--- config.mk ---
export PLATFORM = sky130hd
export DESIGN_NAME = mx_result_deserializer
export DESIGN_NICKNAME = d
export VERILOG_FILES = /design/src/rtl/mx_result_deserializer.sv
export SDC_FILE = /design/constraint.sdc
export NUM_CORES = 1
export LEC_CHECK = 0
export BUFFER_PORTS_ARGS = -buffer_cell sky130_fd_sc_hd__buf_2
export CAP_MARGIN = 20
export CORE_MARGIN = 2
export CORE_UTILIZATION = 29
export DETAILED_ROUTE_END_ITERATION = 8
export PLACE_DENSITY_LB_ADDON = 0.25
export SLEW_MARGIN = 10
export SYNTH_ARGS = -nofsm -noshare
export SYNTH_HDL_FRONTEND = slang
export SYNTH_SLANG_ARGS = --single-unit
--- constraint.sdc ---
create_clock -name clk -period 6.1 [get_ports clk]
set_clock_uncertainty 0.05 [all_clocks]
set_input_delay 1.22 -clock clk [delete_from_list [all_inputs] [get_ports clk]]
set_output_delay 1.22 -clock clk [all_outputs]
set_load 0.005 [all_outputs]
--- src/rtl/mx_result_deserializer.sv ---
// Receive-side collector for the bit-serial MAC array: per-lane serial
// word assembly, per-lane FIFOs and a round-robin valid/ready output port.
module mx_result_deserializer #(
   parameter int NUM_LANES  = 4,
   parameter int ACC_WIDTH  = 32,
   parameter int FIFO_DEPTH = 4
) (
   input  logic                         clk,
   input  logic                         reset,
   input  logic [NUM_LANES-1:0]         result_i,
   input  logic [NUM_LANES-1:0]         mac_en_i,
   input  logic [NUM_LANES-1:0]         lane_abort_i,
   output logic                         out_valid,
   input  logic                         out_ready,
   output logic [ACC_WIDTH-1:0]         out_data,
   output logic [$clog2(NUM_LANES)-1:0] out_lane,
   output logic [NUM_LANES-1:0]         overflow,
   input  logic                         clear_overflow
);
   localparam int LW  = $clog2(NUM_LANES);
   localparam int CW  = $clog2(ACC_WIDTH);
   localparam int PW  = $clog2(FIFO_DEPTH);
   localparam int PCW = PW + 1;
   localparam logic [CW-1:0]  LAST_BIT  = CW'(ACC_WIDTH - 1);
   localparam logic [PCW-1:0] FULL_CNT  = PCW'(FIFO_DEPTH);
   localparam logic [LW-1:0]  LAST_LANE = LW'(NUM_LANES - 1);

   logic [ACC_WIDTH-1:0] sr    [NUM_LANES];
   logic [CW-1:0]        cnt   [NUM_LANES];
   logic [ACC_WIDTH-1:0] mem   [NUM_LANES][FIFO_DEPTH];
   logic [PW-1:0]        wp    [NUM_LANES];
   logic [PW-1:0]        rp    [NUM_LANES];
   logic [PCW-1:0]       count [NUM_LANES];
   logic [ACC_WIDTH-1:0] word  [NUM_LANES];

   logic [NUM_LANES-1:0] filled;
   logic [NUM_LANES-1:0] done;
   logic [NUM_LANES-1:0] pop;
   logic [NUM_LANES-1:0] accept;
   logic [NUM_LANES-1:0] drop;

   logic [LW-1:0] rr;
   logic [LW-1:0] grant;
   logic [LW-1:0] held_lane;
   logic          held;
   logic          handshake;
   logic          found;
   int            idx;

   // sr is zero above cnt, so the completing bit can simply be OR-ed in
   always_comb begin
      for (int l = 0; l < NUM_LANES; l++) begin
         filled[l] = (count[l] != '0);
         done[l]   = mac_en_i[l] && !lane_abort_i[l] && (cnt[l] == LAST_BIT);
         word[l]   = sr[l] | {result_i[l], {(ACC_WIDTH-1){1'b0}}};
      end
   end

   always_comb begin
      idx   = 0;
      found = 1'b0;
      grant = held_lane;
      if (!held) begin
         grant = rr;
         for (int i = 0; i < NUM_LANES; i++) begin
            idx = int'(rr) + i;
            if (idx >= NUM_LANES) idx = idx - NUM_LANES;
            if (!found && filled[LW'(idx)]) begin
               grant = LW'(idx);
               found = 1'b1;
            end
         end
      end
      out_valid = filled[grant];
      out_lane  = out_valid ? grant : '0;
      out_data  = out_valid ? mem[grant][rp[grant]] : '0;
      handshake = out_valid && out_ready;
   end

   always_comb begin
      for (int l = 0; l < NUM_LANES; l++) begin
         pop[l]    = handshake && (grant == LW'(l));
         accept[l] = done[l] && ((count[l] != FULL_CNT) || pop[l]);
         drop[l]   = done[l] && !accept[l];
      end
   end

   always_ff @(posedge clk or posedge reset) begin
      if (reset) begin
         for (int l = 0; l < NUM_LANES; l++) begin
            sr[l]    <= '0;
            cnt[l]   <= '0;
            wp[l]    <= '0;
            rp[l]    <= '0;
            count[l] <= '0;
         end
      end else begin
         for (int l = 0; l < NUM_LANES; l++) begin
            if (lane_abort_i[l] || done[l]) begin
               sr[l]  <= '0;
               cnt[l] <= '0;
            end else if (mac_en_i[l]) begin
               sr[l][cnt[l]] <= result_i[l];
               cnt[l]        <= cnt[l] + 1'b1;
            end
            if (accept[l]) wp[l] <= wp[l] + 1'b1;
            if (pop[l]) rp[l] <= rp[l] + 1'b1;
            if (accept[l] && !pop[l]) count[l] <= count[l] + 1'b1;
            else if (!accept[l] && pop[l]) count[l] <= count[l] - 1'b1;
         end
      end
   end

   always_ff @(posedge clk) begin
      for (int l = 0; l < NUM_LANES; l++) begin
         if (accept[l]) mem[l][wp[l]] <= word[l];
      end
   end

   // a drop on the same edge as a clear keeps its bit set
   always_ff @(posedge clk or posedge reset) begin
      if (reset) overflow <= '0;
      else overflow <= (clear_overflow ? '0 : overflow) | drop;
   end

   always_ff @(posedge clk or posedge reset) begin
      if (reset) begin
         rr        <= '0;
         held      <= 1'b0;
         held_lane <= '0;
      end else begin
         held      <= out_valid && !out_ready;
         held_lane <= grant;
         if (handshake) rr <= (grant == LAST_LANE) ? '0 : grant + 1'b1;
      end
   end

endmodule

---- Yosys cells after proc, flatten, opt, wreduce, memory -nomap -nowiden ----
Memories as Yosys holds them, arrays and structs flattened.
Cells that the tools add are included.
storage, ports and cells
  register bits ........................... 185
  latch bits .............................. 0
  memory bits (writable) .................. 512
  ROM bits ................................ 0
  bits of input ports ..................... 16
  output and inout port bits .............. 39
  logic and storage cells ................. 275
  memories ................................ 1
cells by class
  $add $sub $neg .......................... 28
  multipliers ............................. 0
  div/mod/pow operators ................... 0
  $lt $le $gt $ge ......................... 27
  eq/ne operators ......................... 11
  shifts and indexed selects .............. 0
  mux-type cells .......................... 95
  bitwise logic cells ..................... 11
  reductions and logical operators ........ 78
memories
  memory  depth  width  read ports  clocked after Yosys merged registers in  wr ports  RTL line  text
  mem     4      128    1           0                                        4         30        logic [ACC_WIDTH-1:0] mem [NUM_LANES][FIFO_DEPTH];
operators by type and width
  operator                                                     count
  2-to-1 mux 128 bit                                           4
  2-to-1 mux 32 bit                                            15
  demux 32 bit (select 2 bit)                                  4
  bitwise mux 32 bit                                           4
  bitwise OR 32 bit                                            4
  binary-select mux 32 bit (select 2 bit)                      1
  logical AND 1 bit                                            41
  2-to-1 mux 5 bit                                             8
  2-to-1 mux 2 bit                                             17
  >= comparator 3 bit (second input constant)                  9
  less-than comparator 5 x 6 -> 1 bit (second input constant)  4
  2-to-1 mux 3 bit                                             8
  2-to-1 mux 1 bit                                             23
  adder 5 x 1 -> 5 bit (second input constant)                 4
  demux 1 bit (select 5 bit)                                   4
  equality test 5 bit (second input constant)                  4
  >= comparator 5 x 1 -> 1 bit (second input constant)         4
  adder 2 x 1 -> 2 bit (second input constant)                 9
  NOT 2 -> 3 bit                                               6
  zero test 1 bit                                              16
  less-than comparator 2 x 4 -> 1 bit (second input constant)  4
  nonzero test 2 bit                                           8
  adder 3 x 1 -> 3 bit (second input constant)                 4
  less-than comparator 3 x 1 -> 1 bit (second input constant)  4
  16 further kinds                                             41

---- Longest topological paths before layout ----
Gate-level depths: netlist of run 1.
  depth in word-level cells ............... 30
  gate-level depth with buffers ........... 19
  gate-level depth less buffers ........... 16

---- Worst setup path after synthesis of run 1 ----
OpenSTA, ideal clock, no wires.
  path type ............................... register to output
  from .................................... register count[9] (netlist bit)
  to ...................................... output out_data[0]
  data arrival time ....................... 2.632 ns
  required time ........................... 4.830 ns
  setup slack ............................. 2.198 ns
  stages on the path, launching flop included .. 14
  path buffers ............................ 4
  cell sequence ........................... dfrtp_1 > or3_1 > buf_2 > a31oi_1 > o21bai_1 > o31a_1 > buf_6 > inv_4 > mux2i_1 > mux2_2 > buf_6 > buf_6 > mux2i_1 > o22ai_1
between the ends
  word-level cells in the longest chain between the ends .. 27
  elaborated cells on any way between the ends .. 42
  those cells by class .................... mux: 32; bitwise: 2; reduce/logical: 7; memory: 1
ends and longest elaborated chain
  element                                                RTL line  text
  start: declaration                                     33        logic [PCW-1:0] count [NUM_LANES];
  start signal: indexed assignment                       108       if (accept[l] && !pop[l]) count[l] <= count[l] + 1'b1;
  start signal: indexed assignment                       109       else if (!accept[l] && pop[l]) count[l] <= count[l] - 1'b1;
  nonzero test 3 bit (*)                                 53        filled[l] = (count[l] != '0);
  binary-select mux 1 bit (select 2 bit)                 68        if (!found && filled[LW'(idx)]) begin
  2-to-1 mux 1 bit (not written as such) (2 in series)   68
  2-to-1 mux 1 bit                                       68
  2-to-1 mux 1 bit                                       63        if (!held) begin
  zero test 1 bit                                        68
  logical AND 1 bit                                      68
  2-to-1 mux 1 bit                                       68
  (+8 left out)                                          n/a
  2-to-1 mux 2 bit                                       63
  NOT 2 -> 3 bit (not written as such)                   76        out_data = out_valid ? mem[grant][rp[grant]] : '0;
  binary-select mux 2 bit (select 2 bit)                 76
  2-to-1 mux 2 bit (not written as such) (2 in series)   76
  NOT 2 -> 3 bit (not written as such)                   76
  binary-select mux 32 bit (select 2 bit)                76
  2-to-1 mux 32 bit (not written as such) (2 in series)  76
  2-to-1 mux 32 bit (*)                                  76
  end: declaration                                       15        output logic [ACC_WIDTH-1:0] out_data,
Every way passes the cells marked *; elsewhere a longest branch is shown, timed or not. The select of a mux whose other input is x is not followed.

---- Worst setup path in the final report of run 1 ----
  from .................................... register count[9] (netlist bit)
  to ...................................... output out_data[18]
The elaborated chain is that of the path after synthesis.

==> results of run 1 <==
critical path: stages, from the launching register on:
cell	delay [ps]
dfrtp_1	460
or3_1	510
o211ai_1	240
a21boi_0	170
o31a_2	460
clkinv_8	240
buf_12	400
buf_4	460
mux2i_1	270
mux2i_1	120
mux2i_1	200
o22ai_1	160
buf_2	200
what timing repair did:
| action | CTS | global route |
|---|---|---|
| endpoints found under the setup margin | 1 | 2 |
| setup buffers | 0 | 0 |
| resized for setup | 1 | 2 |
cell usage after synthesis, drive strengths merged (2+ instances only):
master	count	area (µm²)
fa	4	80.08
nor3	4	25.02
or2	5	31.28
xor2	18	157.7
or3	8	50.05
nor3b	3	27.52
nand3	13	65.06
a21o	3	22.52
xnor2	18	157.7
dfrtp	185	4629
and3	4	25.02
mux2i	461	4614
clkbuf	72	281.5
or3b	4	35.03
nor2	166	623.1
buf	60	411.7
a31oi	2	12.51
mux2	9	101.3
nand4	7	43.79
inv	34	132.6
o31ai	2	28.78
o31a	2	17.52
a21oi	134	704.4
o22ai	36	225.2
o21ai	134	693.2
ha	42	525.5
a22oi	2	15.01
nand2b	2	15.02
nand2	161	611.8
nand3b	15	112.6
edfxtp	512	15370
and2	17	106.4
flip-flops by register name, summed over array words and instances (netlist names):
signal,count
mem,512
sr,128
cnt,20
count,12
rp,8
wp,8
overflow,4
held_lane,2
rr,2
held,1
layer usage:
layer / track usage [%] / share of wire, %
met2: 26.98 / 47
met3: 3.008 / 5.6
met1: 23.19 / 46
met5: 0 / 0.0078
met4: 3.506 / 1.7
per-stage QoR:
stage | cell area, µm² | hold WS [ps] | utilization, % | cells | setup WS (ps)
detailed placement | 31720 | 416.9 | 30.78 | 3486 | 613.8
floorplan | 30030 | 391.0 | - | 2147 | 2198
finish | 34010 | 419.7 | 33.01 | 3618 | 254.6
CTS | 34000 | 424.4 | 32.99 | 3617 | 182.2
global route | 34010 | 447.2 | 33.00 | 3617 | 16.91
global placement | 31720 | 421.0 | 30.78 | 3486 | 698.4
area by class of cell:
cell class / count / area (µm²)
timing repair buffer: 91 / 614.3
clock buffer: 103 / 2021
multi-input combinational: 1284 / 9236
sequential: 697 / 20000
clock inverter: 28 / 260.3
tap: 1380 / 1727
fill: 10173 / 69040
antenna: 1 / 2.502
inverter: 34 / 148.9
final timing paths:
check | startpoint | endpoint | slack (ps) | cells after the start
min in group asynchronous | reset | wp[6] | 760 | 3
hold / removal | rp[3] | rp[3] | 420 | 1
max in group asynchronous | reset | cnt[1] | 4520 | 3
setup / recovery | count[9] | out_data[18] | 250 | 12
hold reg to reg | rp[3] | rp[3] | 420 | 1
setup reg to reg | count[0] | mem[2][80] | 1590 | 13
power breakdown:
part / leakage (nW) / internal (mW) / switching, mW
Combinational: 5.46 / 0.0275 / 0.142
Clock: 1.11 / 2.48 / 1.85
Sequential: 7.36 / 5.05 / 0.0173
Total: 13.9 / 7.56 / 2.01
cell families after synthesis:
logic type	after synthesis
AO/OA/AOI/OAI	322
XOR/XNOR	36
adder cells (fa/ha/maj)	46
buffers and inverters	166
flip-flops	697
multiplexers	470
AND/OR/NAND/NOR	410
==> results by group, run 1 <==
STA
  – Tightest Pin Transition: 1253 ps
  – Slew Limit Fails: 0
  – Crit share post-route: 95.83%
  – RSZ-0062 raised after global routing: no
  – Final Hold Fails: 0
  – Max-slew headroom at the worst pin: 16.49%
  – Max Clk Rate: 171.1 MHz
  – Final setup viols: 0
  – Tmin final: 5845 ps
  – Total negative slack: 0 ps

Floorplan
  – Die area: 106100 µm²
  – Die width: 325.7 µm
  – IO Pins: 55
  – Core area: 103100 µm²
  – Initial Util: 29.13%
  – Die Y: 325.7 µm
  – Row cnt: 118

Yosys
  – Syn Nets: 2209
  – Synth Area in Adders: 2.017%
  – Post-synthesis mux area share: 15.71%
  – Synth Area in Compound Gates: 5.918%
  – Register area share after synthesis: 66.63%
  – Flip-flop and latch count after synthesis: 697
  – Cells after Synth: 2147
  – Main combinational cell family by area after synthesis: multiplexers
  – Netlist cell types: 55
  – Syn Area/Cell: 13.98 µm²
  – Ys async rst share: 26.54%
  – Xor and xnor area share after synthesis: 1.050%
  – Post-synth EDFFs: 512
  – Post-Synth Simple-Gate Area: 5.922%
  – Ys flop type: edfxtp_1
  – Synthesized area: 30020 µm²
  – Total number of yosys warnings: 0

CTS
  – CTS tree: yes
  – H-Tree Depth: 3
  – CTS Root Cell: clkbuf_16
  – Clock-pin slew on the worst setup and hold paths: 60 ps
  – Num CTS Buffers: 71
  – Sink Count: 697
  – Hold buffers post-CTS: 0
  – Clk_lat worst skew: 630 ps
  – Longest Clk Path Bufs: 3

Placement
  – Port buffer count: 54
  – Hpwl dp: 53800 µm
  – RePlAce Congestion: 0.8365

Worst setup path
  – Setup crit end kind: output port
  – Critical-path maximum fanout: 61
  – Crit path DAT: 4580 ps
  – Worst EP required: 4830 ps
  – Crit Path Class: flop to output port
  – Critical Path Start Type: flop

Status
  – Status: finished clean

Power
  – Peak VDD IR: 0.1844 mV
  – Pwr Density: 281.5 nW/µm²
  – Pleak: 13.93 nW
  – Power Total: 9.575 mW

Layout
  – Most frequent cells in the layout: edfxtp_1 (512), mux2i_1 (461), dfrtp_1 (185)
  – Fin nets: 2241
  – Most common cell after layout, fill and taps aside: edfxtp_1
  – Layout cells sized above 1: 10.59%
  – Layout area overhead: 13.30%

Global routing
  – Vias in the first global route: 18.04k
  – Largest net degree at the start of global routing: 130
  – First-pass GRT wire length: 128100 µm
  – GRT overflow: 0
  – Global Route Usage Sum: 16.61%
  – Initial antenna violation count: 1

Run
  – Max-cap violations: 0

Drt
  – Vias: 17.78k
  – Number of detailed-route iterations in the first pass: 6
  – DR WL/cell: 24.65 µm
  – Post-route ant nets: 0
  – WL final: 89190 µm
  – Number of vias per cell: 4.914
  – Detailed Route Iter0 Violations: 1725
  – Residual DRC: 0

Worst hold path
  – HP Class: flop to flop
No activity file was read; power rests on OpenSTA's default activity.
==> run 2: changes to the inputs <==
- CORE_UTILIZATION: 29 -> 35
==> results by group, run 2 (synthesized netlist as in run 1, its figures left out) <==
Drt
  – WL final: 78830 µm
  – Number of vias per cell: 5.119
  – Detailed Route Iter0 Violations: 1240
  – Residual DRC: 0
  – DR WL/cell: 23.37 µm
  – Number of detailed-route iterations in the first pass: 6
  – Post-route ant nets: 0
  – Vias: 17.27k

Floorplan
  – Initial Util: 35.26%
  – Row cnt: 107
  – Die Y: 296.9 µm
  – Die area: 88130 µm²
  – Core area: 85150 µm²
  – IO Pins: 55
  – Die width: 296.9 µm

STA
  – Total negative slack: 0 ps
  – Slew Limit Fails: 0
  – Tightest Pin Transition: 1090 ps
  – Final Hold Fails: 0
  – Crit share post-route: 96.02%
  – RSZ-0062 raised after global routing: no
  – Max Clk Rate: 170.7 MHz
  – Final setup viols: 0
  – Tmin final: 5857 ps
  – Max-slew headroom at the worst pin: 27.31%

Worst setup path
  – Setup crit end kind: output port
  – Max stage delay on crit path: 560 ps
  – Worst EP required: 4830 ps
  – Crit Path Class: flop to output port
  – Critical path buffers and inverters: 3
  – Crit path cell chain: or3_1, a31oi_1, o21bai_1, o31a_1, clkinv_8, buf_4, mux2i_1, mux2i_1, mux2i_1, o22ai_1, buf_2
  – CP dominant cell by count: mux2i_1
  – Crit path DAT: 4590 ps
  – Critical Path Start Type: flop
  – Critical-path maximum fanout: 36
  – Crit path max-delay family: compound AO/OA/AOI/OAI gates
  – Worst path slowest cell: buf_4

Power
  – Pwr Density: 285.0 nW/µm²
  – Net switching power: 1.950 mW
  – Internal: 7.661 mW
  – Power Total: 9.611 mW
  – Clock share of power: 45.6%
  – Peak VDD IR: 0.2160 mV
  – Pleak: 13.97 nW
  – Sw frac: 20.29%
  – Power share of the sequential group: 52.8%
  – Logic pwr share: 1.6%

CTS
  – CTS Root Cell: clkbuf_16
  – Clock-pin slew on the worst setup and hold paths: 60 ps
  – Post-CTS Setup Inserts: 0
  – CTS tree: yes
  – Clk_lat worst skew: 600 ps
  – Num CTS Buffers: 73
  – Longest Clk Path Bufs: 3
  – H-Tree Depth: 3
  – CTS resizes: 0
  – Hold buffers post-CTS: 0
  – Sink Count: 697

Global routing
  – Global Route Usage Sum: 17.77%
  – First-pass GRT wire length: 116200 µm
  – Vias in the first global route: 17.35k
  – GRT overflow: 0
  – Initial antenna violation count: 0
  – Largest net degree at the start of global routing: 129

Run
  – Max-cap violations: 0

Status
  – Status: finished clean

Placement
  – Post-Place Cells: 3243
  – Port buffer count: 54
  – RePlAce Congestion: 0.8454
  – Hpwl dp: 52730 µm

Worst hold path
  – HP Class: flop to flop

Layout
  – Largest register FFs: 512
  – Most frequent cells in the layout: edfxtp_1 (512), mux2i_1 (461), dfrtp_1 (185)
  – Ant. Diodes: 0
  – Fin nets: 2236
  – Finished Layout Cells: 3373
  – Layout area overhead: 12.32%
  – Most common cell after layout, fill and taps aside: edfxtp_1
  – Layout cells sized above 1: 10.50%
  – # fillers: 7898
-- run 2: per-layer routing --
| metal | global-route usage (%) | part of all wire, % |
|---|---|---|
| met1 | 23.28 | 43 |
| met2 | 30.56 | 50 |
| met3 | 2.838 | 4.2 |
| met4 | 4.786 | 2.6 |
| met5 | 0 | 0 |
-- run 2: final timing paths --
path                           from      endpoint  slack, ps  depth (start not counted)
min in group asynchronous     reset        sr[34]        570                          2
hold / removal                rp[7]         rp[7]        420                          1
max in group asynchronous     reset       sr[121]       4260                          3
setup / recovery           count[9]  out_data[12]        240                         11
setup reg to reg           count[0]   mem[1][126]       1670                          9
hold reg to reg               rp[7]         rp[7]        420                          1
-- run 2: power groups by stage --
| stage | Combinational (mW) | Sequential, mW | Clock (mW) |
|---|---|---|---|
| 2_1_floorplan | 0.102 | 5.16 | 0 |
| 3_3_place_gp | 0.149 | 5.17 | 0 |
| 3_5_place_dp | 0.153 | 5.17 | 0 |
| 4_1_cts | 0.154 | 5.07 | 4.47 |
| 5_1_grt | 0.171 | 5.07 | 4.68 |
| 6_report | 0.152 | 5.07 | 4.39 |
-- run 2: area by class of cell --
type,count,area [µm²],area share (%)
clock buffer,94,2008,5.956
clock inverter,36,341.6,1.013
multi-input combinational,1284,9226,27.36
tap,1144,1431,4.245
timing repair buffer,84,558.0,1.655
sequential,697,20000,59.33
inverter,34,148.9,0.4416
-- run 2: stage by stage --
step                      setup WS [ps]  cell area, µm²  hold WS, ps  utilization, %
after global routing              37.75           33720        445.3           39.60
after global placement            876.0           31360        409.8           36.83
after CTS                         188.4           33710        427.7           39.59
final                             242.8           33720        424.5           39.60
after floorplan                    2198           30030        391.0               -
after detailed placement          841.5           31360        416.8           36.83
